## src/rtl/riscv_pipe_pkg.sv

```systemverilog
// Shared types for the RV32I pipeline control path: opcode constants,
// forwarding-select and hazard-FSM encodings, and the scoreboard entry layout.
package riscv_pipe_pkg;

  localparam int XLEN      = 32;
  localparam int RF_ADDR_W = 5;

  localparam logic [6:0] OP_R      = 7'b0110011;
  localparam logic [6:0] OP_IALU   = 7'b0010011;
  localparam logic [6:0] OP_LOAD   = 7'b0000011;
  localparam logic [6:0] OP_STORE  = 7'b0100011;
  localparam logic [6:0] OP_BRANCH = 7'b1100011;
  localparam logic [6:0] OP_JALR   = 7'b1100111;
  localparam logic [6:0] OP_JAL    = 7'b1101111;
  localparam logic [6:0] OP_LUI    = 7'b0110111;
  localparam logic [6:0] OP_AUIPC  = 7'b0010111;
  localparam logic [6:0] OP_FENCE  = 7'b0001111;

  typedef enum logic [1:0] {
    FWD_RF  = 2'b00,
    FWD_MEM = 2'b01,
    FWD_WB  = 2'b10
  } fwd_sel_e;

  typedef enum logic {
    RUN   = 1'b0,
    DRAIN = 1'b1
  } hz_state_e;

  typedef struct packed {
    logic                 valid;
    logic [RF_ADDR_W-1:0] rd;
    logic                 wr;
    logic                 is_load;
    logic [RF_ADDR_W-1:0] rs1;
    logic [RF_ADDR_W-1:0] rs2;
    logic                 use1;
    logic                 use2;
  } sb_entry_t;

  // A load still in MEM has no data yet, so only WB may forward a load result.
  function automatic fwd_sel_e fwd_pick(sb_entry_t mem, sb_entry_t wb,
                                        logic [RF_ADDR_W-1:0] rs, logic use_r);
    fwd_sel_e sel;
    sel = FWD_RF;
    if (use_r && mem.valid && mem.wr && !mem.is_load && (mem.rd == rs))
      sel = FWD_MEM;
    else if (use_r && wb.valid && wb.wr && (wb.rd == rs))
      sel = FWD_WB;
    return sel;
  endfunction

endpackage

```

## src/rtl/hazard_ctrl_if.sv

```systemverilog
// Pipeline <-> hazard controller signal bundle. The datapath is the master
// (presents the ID instruction and redirect), the controller is the slave.
interface hazard_ctrl_if #(parameter int XLEN = 32);
  logic [XLEN-1:0] id_instr;
  logic            id_valid;
  logic            ex_redirect;
  logic            pc_en;
  logic            ifid_en;
  logic            ifid_flush;
  logic            idex_flush;
  logic [1:0]      fwd_a_sel;
  logic [1:0]      fwd_b_sel;
  logic            drain_busy;

  modport master (
    output id_instr, id_valid, ex_redirect,
    input  pc_en, ifid_en, ifid_flush, idex_flush, fwd_a_sel, fwd_b_sel, drain_busy
  );

  modport slave (
    input  id_instr, id_valid, ex_redirect,
    output pc_en, ifid_en, ifid_flush, idex_flush, fwd_a_sel, fwd_b_sel, drain_busy
  );
endinterface

```

## src/rtl/instr_field_dec.sv

```systemverilog
// Combinational decode of one instruction into a scoreboard entry.
// An invalid slot decodes to an all-zero (bubble) entry.
module instr_field_dec
  import riscv_pipe_pkg::*;
#(
  parameter int XLEN      = 32,
  parameter int RF_ADDR_W = 5
) (
  input  logic [XLEN-1:0] instr,
  input  logic            valid,
  output sb_entry_t       entry,
  output logic            is_fence
);

  logic [6:0] opcode;
  logic       writes;
  logic       unused_bits;

  assign opcode      = instr[6:0];
  assign unused_bits = ^{instr[XLEN-1:25], instr[14:12]};

  always_comb begin
    entry    = '0;
    is_fence = 1'b0;
    writes   = opcode inside {OP_R, OP_IALU, OP_LOAD, OP_JAL, OP_JALR, OP_LUI, OP_AUIPC};
    if (valid) begin
      entry.valid   = 1'b1;
      entry.rd      = instr[7 +: RF_ADDR_W];
      entry.rs1     = instr[15 +: RF_ADDR_W];
      entry.rs2     = instr[20 +: RF_ADDR_W];
      // x0 is hardwired, so a write to it must never look like a producer.
      entry.wr      = writes && (instr[7 +: RF_ADDR_W] != '0);
      entry.is_load = (opcode == OP_LOAD);
      entry.use1    = opcode inside {OP_R, OP_IALU, OP_LOAD, OP_STORE, OP_BRANCH, OP_JALR};
      entry.use2    = opcode inside {OP_R, OP_STORE, OP_BRANCH};
      is_fence      = (opcode == OP_FENCE);
    end
  end

endmodule

```

## src/rtl/hazard_ctrl.sv

```systemverilog
// Central hazard controller: EX/MEM/WB scoreboard, load-use stall, redirect
// flush, FENCE drain FSM and operand forwarding selects (all zero-latency).
module hazard_ctrl
  import riscv_pipe_pkg::*;
#(
  parameter int XLEN      = 32,
  parameter int RF_ADDR_W = 5
) (
  input  logic         clk,
  input  logic         rst,
  hazard_ctrl_if.slave hz
);

  sb_entry_t ex_q, mem_q, wb_q, id_dec;
  logic      id_fence;
  hz_state_e state_q, state_d;
  logic      any_busy, load_use, advance;
  logic      pc_en, ifid_en, ifid_flush, idex_flush;
  fwd_sel_e  fwd_a, fwd_b;
  logic      unused_wb;

  instr_field_dec #(
    .XLEN      (XLEN),
    .RF_ADDR_W (RF_ADDR_W)
  ) u_id_dec (
    .instr    (hz.id_instr),
    .valid    (hz.id_valid),
    .entry    (id_dec),
    .is_fence (id_fence)
  );

  assign any_busy  = ex_q.valid | mem_q.valid | wb_q.valid;
  assign load_use  = ex_q.valid & ex_q.is_load & ex_q.wr &
                     ((id_dec.use1 & (id_dec.rs1 == ex_q.rd)) |
                      (id_dec.use2 & (id_dec.rs2 == ex_q.rd)));
  assign fwd_a     = fwd_pick(mem_q, wb_q, ex_q.rs1, ex_q.use1);
  assign fwd_b     = fwd_pick(mem_q, wb_q, ex_q.rs2, ex_q.use2);
  assign unused_wb = ^{wb_q.is_load, wb_q.rs1, wb_q.rs2, wb_q.use1, wb_q.use2};

  // Redirect outranks everything; a drain or load-use stall holds PC/IF-ID and
  // sends a bubble to EX. "advance" means the ID instruction moves into EX.
  always_comb begin
    state_d    = state_q;
    pc_en      = 1'b1;
    ifid_en    = 1'b1;
    ifid_flush = 1'b0;
    idex_flush = 1'b0;
    advance    = 1'b1;
    if (hz.ex_redirect) begin
      ifid_flush = 1'b1;
      idex_flush = 1'b1;
      advance    = 1'b0;
      state_d    = RUN;
    end else begin
      unique case (state_q)
        DRAIN: begin
          if (any_busy) begin
            pc_en      = 1'b0;
            ifid_en    = 1'b0;
            idex_flush = 1'b1;
            advance    = 1'b0;
          end else begin
            state_d = RUN;
          end
        end
        default: begin
          if ((id_fence && any_busy) || load_use) begin
            pc_en      = 1'b0;
            ifid_en    = 1'b0;
            idex_flush = 1'b1;
            advance    = 1'b0;
          end
          if (id_fence && any_busy) state_d = DRAIN;
        end
      endcase
    end
  end

  always_ff @(posedge clk) begin
    if (rst) begin
      state_q <= RUN;
      ex_q    <= '0;
      mem_q   <= '0;
      wb_q    <= '0;
    end else begin
      state_q <= state_d;
      wb_q    <= mem_q;
      mem_q   <= ex_q;
      ex_q    <= advance ? id_dec : '0;
    end
  end

  assign hz.pc_en      = rst ? 1'b0  : pc_en;
  assign hz.ifid_en    = rst ? 1'b0  : ifid_en;
  assign hz.ifid_flush = rst ? 1'b1  : ifid_flush;
  assign hz.idex_flush = rst ? 1'b1  : idex_flush;
  assign hz.fwd_a_sel  = rst ? 2'b00 : fwd_a;
  assign hz.fwd_b_sel  = rst ? 2'b00 : fwd_b;
  assign hz.drain_busy = rst ? 1'b0  : (state_q == DRAIN);

endmodule

```

## src/flat_wrapper.sv

```systemverilog
// flat-port wrapper written by rule: the top's interface ports become plain ports
module hazard_ctrl_flat import riscv_pipe_pkg::*;
#(
  parameter int XLEN      = 32,
  parameter int RF_ADDR_W = 5
)
  (clk, rst, hz_id_instr, hz_id_valid, hz_ex_redirect, hz_pc_en, hz_ifid_en, hz_ifid_flush, hz_idex_flush, hz_fwd_a_sel, hz_fwd_b_sel, hz_drain_busy);
  hazard_ctrl_if #(.XLEN(XLEN)) hz_i ();
  input  logic clk;
  input  logic rst;
  input wire logic [$bits(hz_i.id_instr)-1:0] hz_id_instr;
  input wire logic [$bits(hz_i.id_valid)-1:0] hz_id_valid;
  input wire logic [$bits(hz_i.ex_redirect)-1:0] hz_ex_redirect;
  output wire logic [$bits(hz_i.pc_en)-1:0] hz_pc_en;
  output wire logic [$bits(hz_i.ifid_en)-1:0] hz_ifid_en;
  output wire logic [$bits(hz_i.ifid_flush)-1:0] hz_ifid_flush;
  output wire logic [$bits(hz_i.idex_flush)-1:0] hz_idex_flush;
  output wire logic [$bits(hz_i.fwd_a_sel)-1:0] hz_fwd_a_sel;
  output wire logic [$bits(hz_i.fwd_b_sel)-1:0] hz_fwd_b_sel;
  output wire logic [$bits(hz_i.drain_busy)-1:0] hz_drain_busy;
  assign hz_i.id_instr = hz_id_instr;
  assign hz_i.id_valid = hz_id_valid;
  assign hz_i.ex_redirect = hz_ex_redirect;
  assign hz_pc_en = hz_i.pc_en;
  assign hz_ifid_en = hz_i.ifid_en;
  assign hz_ifid_flush = hz_i.ifid_flush;
  assign hz_idex_flush = hz_i.idex_flush;
  assign hz_fwd_a_sel = hz_i.fwd_a_sel;
  assign hz_fwd_b_sel = hz_i.fwd_b_sel;
  assign hz_drain_busy = hz_i.drain_busy;
  hazard_ctrl #(.XLEN(XLEN), .RF_ADDR_W(RF_ADDR_W)) u_core (.clk(clk), .rst(rst), .hz(hz_i));
endmodule
```

## config.mk

```make
export PLATFORM = sky130hd
export DESIGN_NAME = hazard_ctrl_flat
export DESIGN_NICKNAME = d
export VERILOG_FILES = /design/src/rtl/riscv_pipe_pkg.sv /design/src/rtl/hazard_ctrl_if.sv /design/src/rtl/instr_field_dec.sv /design/src/rtl/hazard_ctrl.sv /design/src/flat_wrapper.sv
export SDC_FILE = /design/constraint.sdc
export NUM_CORES = 1
export LEC_CHECK = 0
export CORE_MARGIN = 5
export CORE_UTILIZATION = 50
export CTS_BUF_LIST = sky130_fd_sc_hd__clkbuf_8
export DETAILED_ROUTE_END_ITERATION = 8
export GPL_ROUTABILITY_DRIVEN = 0
export PLACE_DENSITY = 0.81
export RECOVER_POWER = 50
export SYNTH_ARGS = -nofsm -noshare
export SYNTH_HDL_FRONTEND = slang
export SYNTH_SLANG_ARGS = --single-unit
```

## constraint.sdc

```tcl
create_clock -name clk -period 2.2 [get_ports clk]
set_clock_uncertainty 0.05 [all_clocks]
set_input_delay 0.22 -clock clk [delete_from_list [all_inputs] [get_ports clk]]
set_output_delay 0.22 -clock clk [all_outputs]
set_load 0.005 [all_outputs]
```

==> results of run 1 <==
path summary, 6_finish.rpt:
check                                    from                           to  slack, ns  cells past startpoint
setup / recovery  u_core.mem_q[18]$_SDFF_PP0_              hz_fwd_b_sel[1]       0.03                      5
hold / removal                 hz_id_instr[5]   u_core.ex_q[12]$_SDFF_PP0_       0.34                      4
setup reg to reg   u_core.ex_q[15]$_SDFF_PP0_   u_core.ex_q[12]$_SDFF_PP0_       0.04                      7
hold reg to reg    u_core.ex_q[13]$_SDFF_PP0_  u_core.mem_q[13]$_SDFF_PP0_       0.41                      1
cell usage after synthesis (2+ instances only):
cell type / count / share of area
nand2_1: 6 / 0.013
a21oi_1: 16 / 0.045
nor2_1: 12 / 0.025
buf_4: 3 / 0.013
o32ai_2: 2 / 0.018
xor2_1: 14 / 0.069
a22oi_1: 2 / 0.0084
xnor2_1: 12 / 0.059
nand2b_1: 2 / 0.0070
dfxtp_1: 36 / 0.40
nand4b_1: 3 / 0.015
o21ai_0: 4 / 0.011
nand4_1: 16 / 0.056
clkbuf_1: 7 / 0.015
nor3_1: 3 / 0.0084
a211oi_2: 5 / 0.035
nor4_1: 3 / 0.010
o22ai_1: 2 / 0.0070
nor2b_1: 16 / 0.056
nand3_1: 4 / 0.011
inv_1: 3 / 0.0063
nand3b_1: 3 / 0.013
worst max-delay path, stage by stage (launching register included):
cell             delay, ns
dfxtp_2               0.34
xnor2_1               0.17
nand4_1               0.10
or4_4                 0.42
nor4b_1               0.16
clkdlybuf4s50_1       0.44
metal layers:
metal  up-vias  routed length, um
li1        839                  -
met5         -                  0
met4         0                 49
met2        47               2170
met1       742               1850
met3         5                254
registers in the layout (all words and copies together) (netlist names):
name	count
u_core.state_q	1
u_core.ex_q	20
u_core.wb_q	7
u_core.mem_q	8
cell type report:
class                           instances  area [um2]
Multi-Input combinational cell        142        1030
Fill cell                             234         850
Sequential cell                        36         732
Timing Repair Buffer                   69         598
Clock buffer                            5        68.8
Tap cell                               46        57.6
Clock inverter                          3        42.5
Inverter                                3        11.3
cells by family (layout without fill, tap and decap cells):
| kind of cell | after synthesis | count (layout) | synth area share |
|---|---|---|---|
| DFF | 36 | 36 | 0.403 |
| AOI/OAI and AO/OA | 40 | 40 | 0.171 |
| and+or+nand+nor | 76 | 76 | 0.255 |
| buffers and inverters | 15 | 80 | 0.0427 |
| xor gates and xnor gates | 26 | 26 | 0.127 |
layout by cell type, fill, tap and decap left out, types with 2 or more instances in the layout:
cell type	netlist	final
a211oi_2	5	5
nor2_1	12	12
a22oi_2	0	2
nand4_1	16	16
o22ai_1	2	2
clkdlybuf4s50_1	0	24
inv_1	3	3
xnor2_1	12	11
buf_4	3	32
dlygate4sd2_1	0	2
nand3b_1	3	3
dfxtp_2	0	6
nor4_1	3	2
dfxtp_1	36	29
a21oi_1	16	16
dlymetal6s2s_1	0	4
nor2b_1	16	16
nand3_1	4	4
xor2_1	14	14
nand2b_1	2	2
clkbuf_8	0	5
o21ai_0	4	4
nand4b_1	3	3
nor3_1	3	2
buf_2	1	2
nand2_1	6	6
power by group:
part	switching (mW)	total [mW]	internal [mW]	leakage, nW
registers	0.0115	0.674	0.663	0.295
logic	0.0837	0.192	0.108	0.684
clock network	0.237	0.572	0.335	0.0541
total	0.332	1.44	1.11	1.03
metrics by stage:
step	area, um2	total power [mW]	hold slack (ns)
floorplan	1790	0.760	0.301
global placement	2350	0.866	0.392
detailed placement	2350	0.870	0.398
CTS	2510	1.43	0.413
global route	2540	1.49	0.349
finish	2540	1.44	0.337
timing repair:
| action | CTS | global route |
|---|---|---|
| buffers inserted | 4 | 0 |
| pin swaps | 9 | 5 |
| endpoints found under the setup margin | 5 | 7 |
| gates resized for setup | 19 | 13 |
==> metrics.cfg, run 1 <==
[final_layout]
utilization=0.749
n_antenna_cell=0
instances_no_fill=304
areaGrowthSynthToFinish_pct=42.1
final_layout_size_suffix_gt1_frac=0.264
fin_nets=293

[synth]
yosys_warnings=0
ys_seq_area_frac=0.403
netlist_instances=193
synth_seq_cells=36
synth_edf_count=0
syn_nets=229
synth_area_um2=1790
syn_area_per_cell_um2=9.26
async_flop_share=0
synth.distinct_cells=41
synth_ff_type=dfxtp_1

[global_routing]
gr-usage-met2=0.302
grt_pass1_vias=1543
grt_pass1_wl_um=6880
grt_util_met1=0.207
grt_max_degree=21
globalRoute.busiestLayer=met2
grt-ovfl-total=0
met3_usage=0.0522
antenna_found_initial=0
track_usage=0.175

[timing]
slew_violations=0
rsz0062_at_grt=true
hold_viol_final=0
timing.final.crit_share=0.988
maxSlewHeadroom=0.569
setup_viol=0
period_minus_slack_ns=2.17
fin_ws_ns=0.0260
fmaxAchievable_mhz=460
tns_ns=0
worst_slew_pin_slew_ns=0.646

[floorplan]
row_count=21
die_y_um=69.8
io_pins=45
initial_core_util=0.528
fp.coreArea_um2=3390
die_area_um2=4870
die_x_um=69.8

[drt]
wl_um=4330
firstDrtPassIters=4
drtIter0Drc=57
drc_errors=0
avgRoutedWirePerCell_um=14.2
vias=1633
ant_nets=0
drt-vias-per-instance=5.37

[cts]
cts_tree=built
cts_max_path_buffers=2
cts.sinks=36
clk_pin_slew_ns=0.07
cts_hold_buffers=0
clkLatencyLatePin_ns=0.28
cts_root_buffer=clkbuf_8
cts.htree.levels=2
cts_made_buffers=5

[power]
powerDensity_nw_per_um2=566
p_leak_nw=1.03
ir_drop_v=0.000422

[setup_path]
critPathArrivalTime_ns=1.90
crit_type=flip-flop to output pin
worst-path-max-fanout=3
crit_path_start_kind=flip-flop
cp.required_ns=1.93
critPathCaptureType=output pin

[placement]
place_ws_ns=-0.478
dp_hpwl_um=3090
dp.cells=292
portBuffers=34

[worst_hold_path]
hold_path.class=input pin to flip-flop

[run_status]
run_status=completed

[run]
drv_cap=0

Power figures use the tool's default switching activity.
==> run 2, diff against run 1 <==
--- a/config.mk
+++ b/config.mk
@@ -5,6 +5,7 @@
 export SDC_FILE = /design/constraint.sdc
 export NUM_CORES = 1
 export LEC_CHECK = 0
+export CORE_ASPECT_RATIO = 1.2
 export CORE_MARGIN = 5
 export CORE_UTILIZATION = 50
 export CTS_BUF_LIST = sky130_fd_sc_hd__clkbuf_8
@@ -12,6 +13,7 @@
 export GPL_ROUTABILITY_DRIVEN = 0
 export PLACE_DENSITY = 0.81
 export RECOVER_POWER = 50
+export SETUP_SLACK_MARGIN = 0.05
 export SYNTH_ARGS = -nofsm -noshare
 export SYNTH_HDL_FRONTEND = slang
 export SYNTH_SLANG_ARGS = --single-unit
==> run 2 against run 1 <==
Combinational power increased by 18%. Non-clock buffer count increased by 13. Final area increased by 6.5%. Total power decreased by 2.4%. First-iteration DRC count increased by 33%. Sequential cell count unchanged. Sequential share of layout area decreased by 1.9 points. Worst hold slack improved by 0.046 ns. Largest cell class unchanged.
==> metrics.cfg, run 2 (synthesis gave the netlist of run 1 again) <==
[final_layout]
instances_no_fill=307
layout_commonest_cell=buf_4
top_register=u_core.ex_q
fin_nets=306
final_area_um2=2710
final_layout_size_suffix_gt1_frac=0.337
register_area_um2=729
largest_reg_flops=20
reg_top3=u_core.ex_q x20, u_core.mem_q x8, u_core.wb_q x7
multi_input_area_um2=1130
areaGrowthSynthToFinish_pct=51.3
final_cell_mix=buf_4, dfxtp_1, nand4_1, nor2b_1, clkdlybuf4s50_1
n_antenna_cell=0
fillCellCount=212

[drt]
wl_um=5880
drtIter0Drc=76
drt-vias-per-instance=6.04
avgRoutedWirePerCell_um=19.2
firstDrtPassIters=4
vias=1855
drc_errors=0
ant_nets=0

[cts]
cts_root_buffer=clkbuf_8
cts.htree.levels=2
cts_max_path_buffers=2
cts_tree=built
clk_pin_slew_ns=0.07
cts_hold_buffers=0
cts_made_buffers=5
clkLatencyLatePin_ns=0.29
cts.sinks=36

[floorplan]
die_area_um2=4880
io_pins=45
die_y_um=75.5
row_count=23
die_x_um=64.6
fp.coreArea_um2=3400
initial_core_util=0.527

[setup_path]
critPathCaptureType=output pin
crit_chain=clkdlybuf4s50_1 -> a21oi_2 -> nand3_1 -> o32ai_4 -> buf_6 -> a311oi_2 -> buf_2
crit_path_start_kind=input pin
critPathArrivalTime_ns=1.91
crit_type=input pin to output pin
critPathSlowestCell=clkdlybuf4s50_1
cpPeakStageDelay_ns=0.52
worst-path-max-fanout=5
cp.required_ns=1.93

[run]
drv_cap=0

[power]
power_mw=1.40
seqPwrFrac=0.481
ir_drop_v=0.000316
powerDensity_nw_per_um2=519
p_leak_nw=1.17
switching_share=0.245
internal-power_mw=1.06
power.switching_mw=0.344
combPwrFrac=0.161
clock_power_share=0.358

[timing]
tns_ns=0
slew_violations=0
setup_viol=0
timing.final.crit_share=0.991
period_minus_slack_ns=2.18
rsz0062_at_grt=true
worst_slew_pin_slew_ns=0.724
hold_viol_final=0
fmaxAchievable_mhz=459
maxSlewHeadroom=0.517

[global_routing]
grt_max_degree=21
grt_pass1_vias=1834
grt_pass1_wl_um=8690
track_usage=0.237
grt-ovfl-total=0
antenna_found_initial=0

[placement]
portBuffers=34
dp.cells=286
place_area_um2=2360
dp_hpwl_um=3150

[worst_hold_path]
hold_path.class=input pin to flip-flop

[run_status]
run_status=completed

run 2: through the flow:
stage	utilization	hold slack [ns]	setup WS [ns]
floorplan	-	0.301	0.278
global placement	0.696	0.392	-0.411
detailed placement	0.696	0.406	-0.469
CTS	0.775	0.417	0.00284
global route	0.797	0.417	-0.0616
finish	0.797	0.383	0.0199
run 2: what timing repair did:
action,CTS,global route
gates resized for setup,40,22
setup buffers,14,0
setup endpoints to repair,7,8
gates cloned,0,0
pin swaps,10,8
endpoints found under the hold margin,0,0
run 2: power by group through the flow:
stage	sequential, mW	clock [mW]	combinational (mW)
2_1_floorplan	0.687	0	0.0730
3_3_place_gp	0.689	0	0.182
3_5_place_dp	0.689	0	0.185
4_1_cts	0.675	0.505	0.203
5_1_grt	0.676	0.526	0.238
6_report	0.676	0.502	0.226
run 2: final timing paths:
path | startpoint | to | slack, ns | cells after the start
worst min-delay path | hz_id_instr[4] | u_core.ex_q[12]$_SDFF_PP0_ | 0.38 | 4
worst max register to register | u_core.ex_q[15]$_SDFF_PP0_ | u_core.ex_q[12]$_SDFF_PP0_ | 0.21 | 7
worst max-delay path | hz_id_instr[2] | hz_ifid_en | 0.02 | 7
worst min register to register | u_core.mem_q[13]$_SDFF_PP0_ | u_core.wb_q[13]$_SDFF_PP0_ | 0.42 | 1
run 2: area by class of cell:
| type | count | share of cell area |
|---|---|---|
| multi-input cells | 142 | 0.417 |
| flip-flops and latches | 36 | 0.270 |
| well taps | 37 | 0.0171 |
| clock buffers | 7 | 0.0356 |
| repair buffers | 82 | 0.257 |
| inverters | 3 | 0.00416 |
run 2: critical path: cells and delay by family:
| kind | cells | cell delay, ns |
|---|---|---|
| AOI/OAI and AO/OA | 3 | 0.66 |
| and+or+nand+nor | 1 | 0.19 |
| buffers and inverters | 3 | 0.83 |
run 2: per-layer routing:
layer,global-route usage,up-vias,share of wire
met5,0,-,0
met4,0.143,0,0.031
met3,0.0383,18,0.061
met2,0.452,103,0.53
met1,0.245,877,0.38
li1,-,857,-
==> run 3, diff against run 2 <==
--- a/config.mk
+++ b/config.mk
@@ -14,6 +14,7 @@
 export PLACE_DENSITY = 0.81
 export RECOVER_POWER = 50
 export SETUP_SLACK_MARGIN = 0.05
+export SLEW_MARGIN = 10
 export SYNTH_ARGS = -nofsm -noshare
 export SYNTH_HDL_FRONTEND = slang
 export SYNTH_SLANG_ARGS = --single-unit
==> results of run 3 <==
Same layout as run 2: the final DEF is identical, and so are final timing and power.
